### config.mk
export PLATFORM = sky130hd
export DESIGN_NAME = noc_output_ctrl
export DESIGN_NICKNAME = d
export VERILOG_FILES = /design/src/rtl/noc_output_ctrl.sv
export SDC_FILE = /design/constraint.sdc
export NUM_CORES = 1
export LEC_CHECK = 0
export ABC_CLOCK_PERIOD_IN_PS = 11560
export CORE_ASPECT_RATIO = 1.25
export CORE_UTILIZATION = 53
export DETAILED_ROUTE_END_ITERATION = 10
export MAX_ROUTING_LAYER = met4
export PLACE_DENSITY = 0.86
export REMOVE_ABC_BUFFERS = 1
export SLEW_MARGIN = 15
export SYNTH_ARGS = -nofsm -noshare
export SYNTH_HDL_FRONTEND = slang
export SYNTH_SLANG_ARGS = --single-unit
### constraint.sdc
create_clock -name clk -period 11.56 [get_ports clk]
set_clock_uncertainty 0.05 [all_clocks]
set_input_delay 1.734 -clock clk [delete_from_list [all_inputs] [get_ports clk]]
set_output_delay 1.734 -clock clk [all_outputs]
set_load 0.1 [all_outputs]
### src/rtl/noc_output_ctrl.sv
// Per-port router output stage: two single-phase VC FIFOs (even/odd) written by the
// arbitrators and drained onto the link from the VC opposite the current polarity.
module noc_output_ctrl #(
    parameter int DATA_W = 64,
    parameter int DEPTH  = 1,
    parameter int CNT_W  = 16
) (
    input  logic              clk,
    input  logic              reset,
    input  logic              polarity,
    input  logic              even_out_enable,
    input  logic [DATA_W-1:0] even_out_data,
    input  logic              odd_out_enable,
    input  logic [DATA_W-1:0] odd_out_data,
    output logic              even_out_empty,
    output logic              odd_out_empty,
    output logic              so,
    input  logic              ro,
    output logic [DATA_W-1:0] dout,
    output logic [CNT_W-1:0]  sent_count,
    output logic              overflow_err
);

    localparam int PTR_W = (DEPTH > 1) ? $clog2(DEPTH) : 1;
    localparam int OCC_W = $clog2(DEPTH + 1);
    localparam logic [PTR_W-1:0] LAST = PTR_W'(DEPTH - 1);
    localparam logic [OCC_W-1:0] FULL = OCC_W'(DEPTH);

    // Index 0 is the even VC, index 1 the odd VC; storage is padded to a power of two.
    logic [DATA_W-1:0] mem   [2][1 << PTR_W];
    logic [PTR_W-1:0]  head  [2];
    logic [PTR_W-1:0]  tail  [2];
    logic [OCC_W-1:0]  count [2];

    logic              wr_vc;
    logic              rd_vc;
    logic              wr_en;
    logic              wrong_en;
    logic              wr_fire;
    logic              rd_fire;
    logic              err_set;
    logic [DATA_W-1:0] wr_data;

    function automatic logic [PTR_W-1:0] next_ptr(input logic [PTR_W-1:0] p);
        return (p == LAST) ? '0 : p + PTR_W'(1);
    endfunction

    // Writable and draining VCs are always different, so the two paths never collide.
    always_comb begin
        wr_vc    = polarity;
        rd_vc    = ~polarity;
        wr_en    = polarity ? odd_out_enable : even_out_enable;
        wrong_en = polarity ? even_out_enable : odd_out_enable;
        wr_data  = polarity ? odd_out_data : even_out_data;
        wr_fire  = wr_en && (count[wr_vc] != FULL);
        rd_fire  = ro && (count[rd_vc] != '0);
        err_set  = wrong_en || (wr_en && !wr_fire);
    end

    assign even_out_empty = (count[0] != FULL);
    assign odd_out_empty  = (count[1] != FULL);

    always_ff @(posedge clk) begin
        if (wr_fire) begin
            mem[wr_vc][tail[wr_vc]] <= wr_data;
        end
    end

    always_ff @(posedge clk or posedge reset) begin
        if (reset) begin
            for (int v = 0; v < 2; v++) begin
                head[v]  <= '0;
                tail[v]  <= '0;
                count[v] <= '0;
            end
            so           <= 1'b0;
            dout         <= '0;
            sent_count   <= '0;
            overflow_err <= 1'b0;
        end else begin
            if (wr_fire) begin
                tail[wr_vc]  <= next_ptr(tail[wr_vc]);
                count[wr_vc] <= count[wr_vc] + OCC_W'(1);
            end
            if (rd_fire) begin
                head[rd_vc]  <= next_ptr(head[rd_vc]);
                count[rd_vc] <= count[rd_vc] - OCC_W'(1);
                dout         <= mem[rd_vc][head[rd_vc]];
                sent_count   <= sent_count + CNT_W'(1);
            end
            so <= rd_fire;
            if (err_set) begin
                overflow_err <= 1'b1;
            end
        end
    end

endmodule

==> impl_metrics.ini, run 1 <==
[timing]
fmax_mhz = 237.2
timing.final.crit_share_pct = 36.46
relSlewSlack_pct = 28.35
final.min_clock_period_ps = 4215
hold_violations = 0
setup_viol = 0
tightest_slew_ps = 1071
fin_hold_ws_ps = 424.1
fin_setup_tns_ps = 0
rsz0062_at_grt = no
slew_violations = 0

[cells_and_area]
final_cells = 933
diodes = 0
area_growth_pct = 34.71
drive_above_1_share_pct = 14.98
n_fill_cell = 997
nets = 842
layout.area.seq_sq_um = 5946
final_cell_mix = 216 x clkdlybuf4s50_1, 128 x edfxtp_1, 84 x dfrtp_1
multiInputGateArea_sq_um = 2227
final_util_pct = 72.94
final_common_cell = clkdlybuf4s50_1

[yosys]
yosysTopAreaCell = edfxtp_1
syn_area_sq_um = 8396
synth_warnings = 0
synth_cell_types = 29
ys.flop_type = edfxtp_1
netlist_instances = 499
synth_edf_count = 128
yosysSeqAreaShare_pct = 70.82
synth_top_cell_area_share_pct = 45.78
ys_top_cells_by_area = edfxtp_1 46%, dfrtp_1 25%, mux2_2 8.6%
synth.avg_cell_area_sq_um = 16.82
ys_ff_latch = 212
synth-async-reset-ratio_pct = 39.62

[grt]
grt_use_total_pct = 24.10
antenna_found_initial = 0
grt_pass1_vias = 5616
grt_max_degree = 90
grt_pass1_wl_um = 29210
grt_overflow = 0

[floorplanning]
rows = 51
core-area_sq_um = 15510
start_util_pct = 54.14
fp.dieH_um = 142.7
io_pins = 218
die_area_sq_um = 16350
die_x_um = 114.6

[status]
status = complete, no violations

[power_and_ir_drop]
power_density_nw_per_um2 = 200.4
vdd_drop_max_mv = 0.1327
cellLeakagePower_uw = 0.004088
power_uw = 2266

[run]
drv_cap = 0

[setup_path]
crit_fanout = 89
crit_type = in -> reg
cp.arrival_ps = 4560
critPathLaunchType = primary input
cp-end-kind = register
worstPathRequired_ps = 11910

[clocking]
numCtsBuffers = 21
cts_tree = built
clkLatencyLatePin_ps = 480
cts_resized = 0
clock-sinks = 212
postCtsHoldBufs = 0
ctsRootBufferMaster = clkbuf_16
htreeDepth = 1
clk_pin_slew_ps = 60
clk_path_buf_depth = 3
post_cts_buffers = 0

[placed_design]
gp_congestion = 0.7550
place_hpwl_um = 11940
port_buffers = 217
dp_cells = 896

[detailed_routing]
wirelength_um = 18910
post_drt_wl_per_cell_um = 20.26
drtIter0Drc = 363
num_vias = 5283
firstDrtPassIters = 4
ant_nets = 0
vias_per_cell = 5.662
drcViolationCount = 0

[worst_hold_path]
hp-class = reg -> reg
where the power goes:
group / leakage [uW] / switching, uW / internal (uW)
clock: 0.000318 / 266 / 367
combinational: 0.00155 / 512 / 192
sequential: 0.00222 / 46.6 / 882
metal layers:
metal	share of wire, %	vias up	GRT usage [%]
li1	-	2384	-
met1	37	2681	26.65
met2	55	180	43.41
met3	4.9	38	4.032
met4	3.1	0	9.091
met5	0	-	-
flip-flops by register name, summed over array words and instances (netlist names):
signal and flops:
dout 64, mem 128, count 2, sent_count 16
overflow_err 1, so 1
synth_stat cells, types with 2 or more instances:
cell type    n
xnor2_1     13
nand3_1      4
edfxtp_1   128
clkbuf_1    13
buf_6       10
nor3_1       2
nand4_1      5
mux2_2      64
and3_1       4
nor3b_1     65
buf_1        8
buf_2        4
nand2_1     11
buf_4        2
inv_1        4
dfrtp_1     84
o21ai_0      3
a221o_1     64
path summary, 6_finish.rpt:
| check | end | cells after the start | slack, ps | start |
|---|---|---|---|---|
| max | sent_count[2]$_DFFE_PP0P_ | 7 | 7340 | polarity |
| min | dout[53]$_DFFE_PP0P_ | 1 | 420 | mem[0][117]$_DFFE_PP_ |
| max reg2reg | sent_count[2]$_DFFE_PP0P_ | 6 | 8900 | count[1]$_DFF_PP0_ |
| min reg2reg | dout[53]$_DFFE_PP0P_ | 1 | 420 | mem[0][117]$_DFFE_PP_ |
| max in group asynchronous | dout[1]$_DFFE_PP0P_ | 3 | 9150 | reset |
| min in group asynchronous | dout[27]$_DFFE_PP0P_ | 3 | 1750 | reset |
logic make-up (layout without fill, tap and decap cells):
group / after synthesis / count (layout) / synth area share, %
fa+ha+maj: 1 / 1 / 0.1490
buf+inv: 41 / 263 / 2.876
mux: 65 / 65 / 8.852
simple gates: 96 / 96 / 7.809
xor+xnor: 14 / 14 / 1.461
compound gates: 70 / 70 / 8.033
flops: 212 / 212 / 70.82
stage by stage:
stage	area, sq um	setup slack [ps]
floorplan	8169	4495
global placement	10660	7082
detailed placement	10660	6895
CTS	11310	7371
global route	11310	7125
finish	11310	7345
worst max-delay path: stages:
cell      delay [ps]
buf_4            560
mux2i_4          400
nand2b_4         470
buf_4            770
inv_1            220
nand2_1          160
xnor2_1          140
final cells by class:
| class | instances | area share [%] |
|---|---|---|
| clock buffers | 32 | 5.454 |
| clock inverters | 5 | 0.2434 |
| inverters | 4 | 0.1438 |
| multi-input cells | 246 | 19.69 |
| flip-flops and latches | 212 | 52.57 |
| well taps | 212 | 2.345 |
| repair buffers | 222 | 19.55 |
No activity file was read; power rests on OpenSTA's default activity.
==> run 2: changes to the inputs <==
--- a/config.mk
+++ b/config.mk
@@ -5,12 +5,12 @@
 export SDC_FILE = /design/constraint.sdc
 export NUM_CORES = 1
 export LEC_CHECK = 0
-export ABC_CLOCK_PERIOD_IN_PS = 11560
+export ABC_CLOCK_PERIOD_IN_PS = 3380
 export CORE_ASPECT_RATIO = 1.25
-export CORE_UTILIZATION = 53
+export CORE_UTILIZATION = 44
 export DETAILED_ROUTE_END_ITERATION = 10
 export MAX_ROUTING_LAYER = met4
-export PLACE_DENSITY = 0.86
+export PLACE_DENSITY = 0.76
 export REMOVE_ABC_BUFFERS = 1
 export SLEW_MARGIN = 15
 export SYNTH_ARGS = -nofsm -noshare
==> constraint.sdc (replaced) <==
create_clock -name clk -period 3.38 [get_ports clk]
set_clock_uncertainty 0.05 [all_clocks]
set_input_delay 0.507 -clock clk [delete_from_list [all_inputs] [get_ports clk]]
set_output_delay 0.507 -clock clk [all_outputs]
set_load 0.1 [all_outputs]
==> impl_metrics.ini, run 2 (same netlist as run 1, synthesis figures left out) <==
[timing]
rsz0062_at_grt = no
slew_violations = 0
hold_violations = 0
setup_viol = 0
fmax_mhz = 377.4
final.min_clock_period_ps = 2649
relSlewSlack_pct = 30.33
tightest_slew_ps = 1042
timing.final.crit_share_pct = 78.39
fin_ws_ps = 730.6

[power_and_ir_drop]
p_int_uw = 4908
vdd_drop_max_mv = 0.4189
cellLeakagePower_uw = 0.004133
pwr-share-comb_pct = 30.9
p_clk_share_pct = 28.0
seq_power_share_pct = 41.1
power_uw = 7728
switching_share_pct = 36.48
power_density_nw_per_um2 = 678.4
switching_power_uw = 2819

[status]
violations = design-rule violations
status = finished, violations left

[setup_path]
path_cells = clkdlybuf4s50_1
crit_start = sent_count[0]$_DFFE_PP0P_
cp.arrival_ps = 2090
critical-path-top-delay-family = buffers and inverters
worstPathRequired_ps = 2820
crit_slowest_cell = clkdlybuf4s50_1
cp-end-kind = primary output
crit_type = reg -> out
critPathLaunchType = register
critPathMaxStageDelay_ps = 1170
crit_fanout = 4
critPathBufInv = 1
r2r_start = count[1]$_DFF_PP0_

[grt]
grt_pass1_wl_um = 28470
grt_pass1_vias = 5478
grt_overflow = 0
grt_use_total_pct = 19.01
grt_max_degree = 101
antenna_found_initial = 0

[clocking]
clkLatencyLatePin_ps = 480
postCtsHoldBufs = 0
numCtsBuffers = 20
ctsRootBufferMaster = clkbuf_16
cts_resized = 0
post_cts_buffers = 0
clk_pin_slew_ps = 60
cts_tree = built
clock-sinks = 212
htreeDepth = 1
clk_path_buf_depth = 3

[detailed_routing]
firstDrtPassIters = 9
post_drt_wl_per_cell_um = 18.95
ant_nets = 0
drtIter0Drc = 226
num_vias = 5170
drcViolationCount = 12
wirelength_um = 18080
vias_per_cell = 5.419

[floorplanning]
die_area_sq_um = 19640
fp.dieH_um = 156.4
start_util_pct = 44.88
io_pins = 218
core-area_sq_um = 18710
rows = 56
die_x_um = 125.6

[worst_hold_path]
hp-class = in -> async

[placed_design]
gp_congestion = 0.7693
pre_cts_ws_ps = 912.1
port_buffers = 217
dpl_cell_area_sq_um = 10750
place_hpwl_um = 11520

[cells_and_area]
layout.area.seq_sq_um = 5946
n_fill_cell = 1393
area_growth_pct = 35.69
largest_reg_flops = 128
nets = 843
drive_above_1_share_pct = 16.90
diodes = 0
final_common_cell = clkdlybuf4s50_1
final_cell_mix = 205 x clkdlybuf4s50_1, 128 x edfxtp_1, 84 x dfrtp_1
multiInputGateArea_sq_um = 2227
design_area_sq_um = 11390

[run]
drv_cap = 0
[run 2: cell types whose count changed in the layout (fill, tap and decap cells not counted), sizes merged]
| cell | previous run | this run |
|---|---|---|
| buf | 6 | 19 |
| clkdlybuf4s50 | 216 | 205 |
| clkbuf | 32 | 28 |
| inv | 3 | 5 |
| clkinvlp | 1 | 2 |
[run 2: stage by stage]
step | instances | hold slack [ps] | setup TNS [ps] | util (%)
detailed placement | 918 | 412.0 | 0 | 57.46
global placement | 918 | 406.3 | 0 | 57.46
global route | 954 | 430.0 | 0 | 60.89
finish | 954 | 398.5 | 0 | 60.89
CTS | 954 | 414.4 | 0 | 60.89
floorplan | 462 | 405.8 | -187490 | -
[run 2: worst paths after layout]
check / endpoint / cells after the start / slack [ps]
min in group clk: dout[32]$_DFFE_PP0P_ / 1 / 420
hold reg to reg: dout[32]$_DFFE_PP0P_ / 1 / 420
setup / recovery: sent_count[0] / 1 / 730
hold / removal: sent_count[15]$_DFFE_PP0P_ / 2 / 400
setup reg to reg: dout[29]$_DFFE_PP0P_ / 5 / 1240
max in group asynchronous: dout[37]$_DFFE_PP0P_ / 3 / 2220
[run 2: cell type report]
cell class / count / share of cell area, %
Sequential cell: 212 / 52.19
Inverter: 4 / 0.1538
Clock buffer: 28 / 5.195
Multi-Input combinational cell: 246 / 19.55
Clock inverter: 8 / 0.4393
Timing Repair Buffer: 224 / 19.92
Tap cell: 232 / 2.548
[run 2: layer usage]
| layer | part of all wire [%] | wire [um] | up-vias | track usage (%) |
|---|---|---|---|---|
| li1 | - | - | 2388 | - |
| met1 | 41 | 7458 | 2593 | 23.07 |
| met2 | 53 | 9521 | 170 | 33.28 |
| met3 | 5.0 | 902 | 19 | 2.974 |
| met4 | 1.1 | 199 | 0 | 4.646 |
| met5 | 0 | 0 | - | - |
[run 2: worst register-to-register path, delay by kind of cell, from the launching register on]
family | cells | cell delay [ps]
flip-flops | 1 | 480
AO/OA/AOI/OAI | 1 | 290
AND/OR/NAND/NOR | 2 | 600
multiplexers | 1 | 280
buffers and inverters | 1 | 320
[run 2: power by group through the flow]
stage / combinational (uW) / clock, uW / sequential (uW)
global placement: 2370 / 0 / 3220
detailed placement: 2400 / 0 / 3230
global route: 2470 / 2310 / 3210
finish: 2390 / 2160 / 3180
CTS: 2410 / 2220 / 3180
floorplan: 387 / 0 / 4510
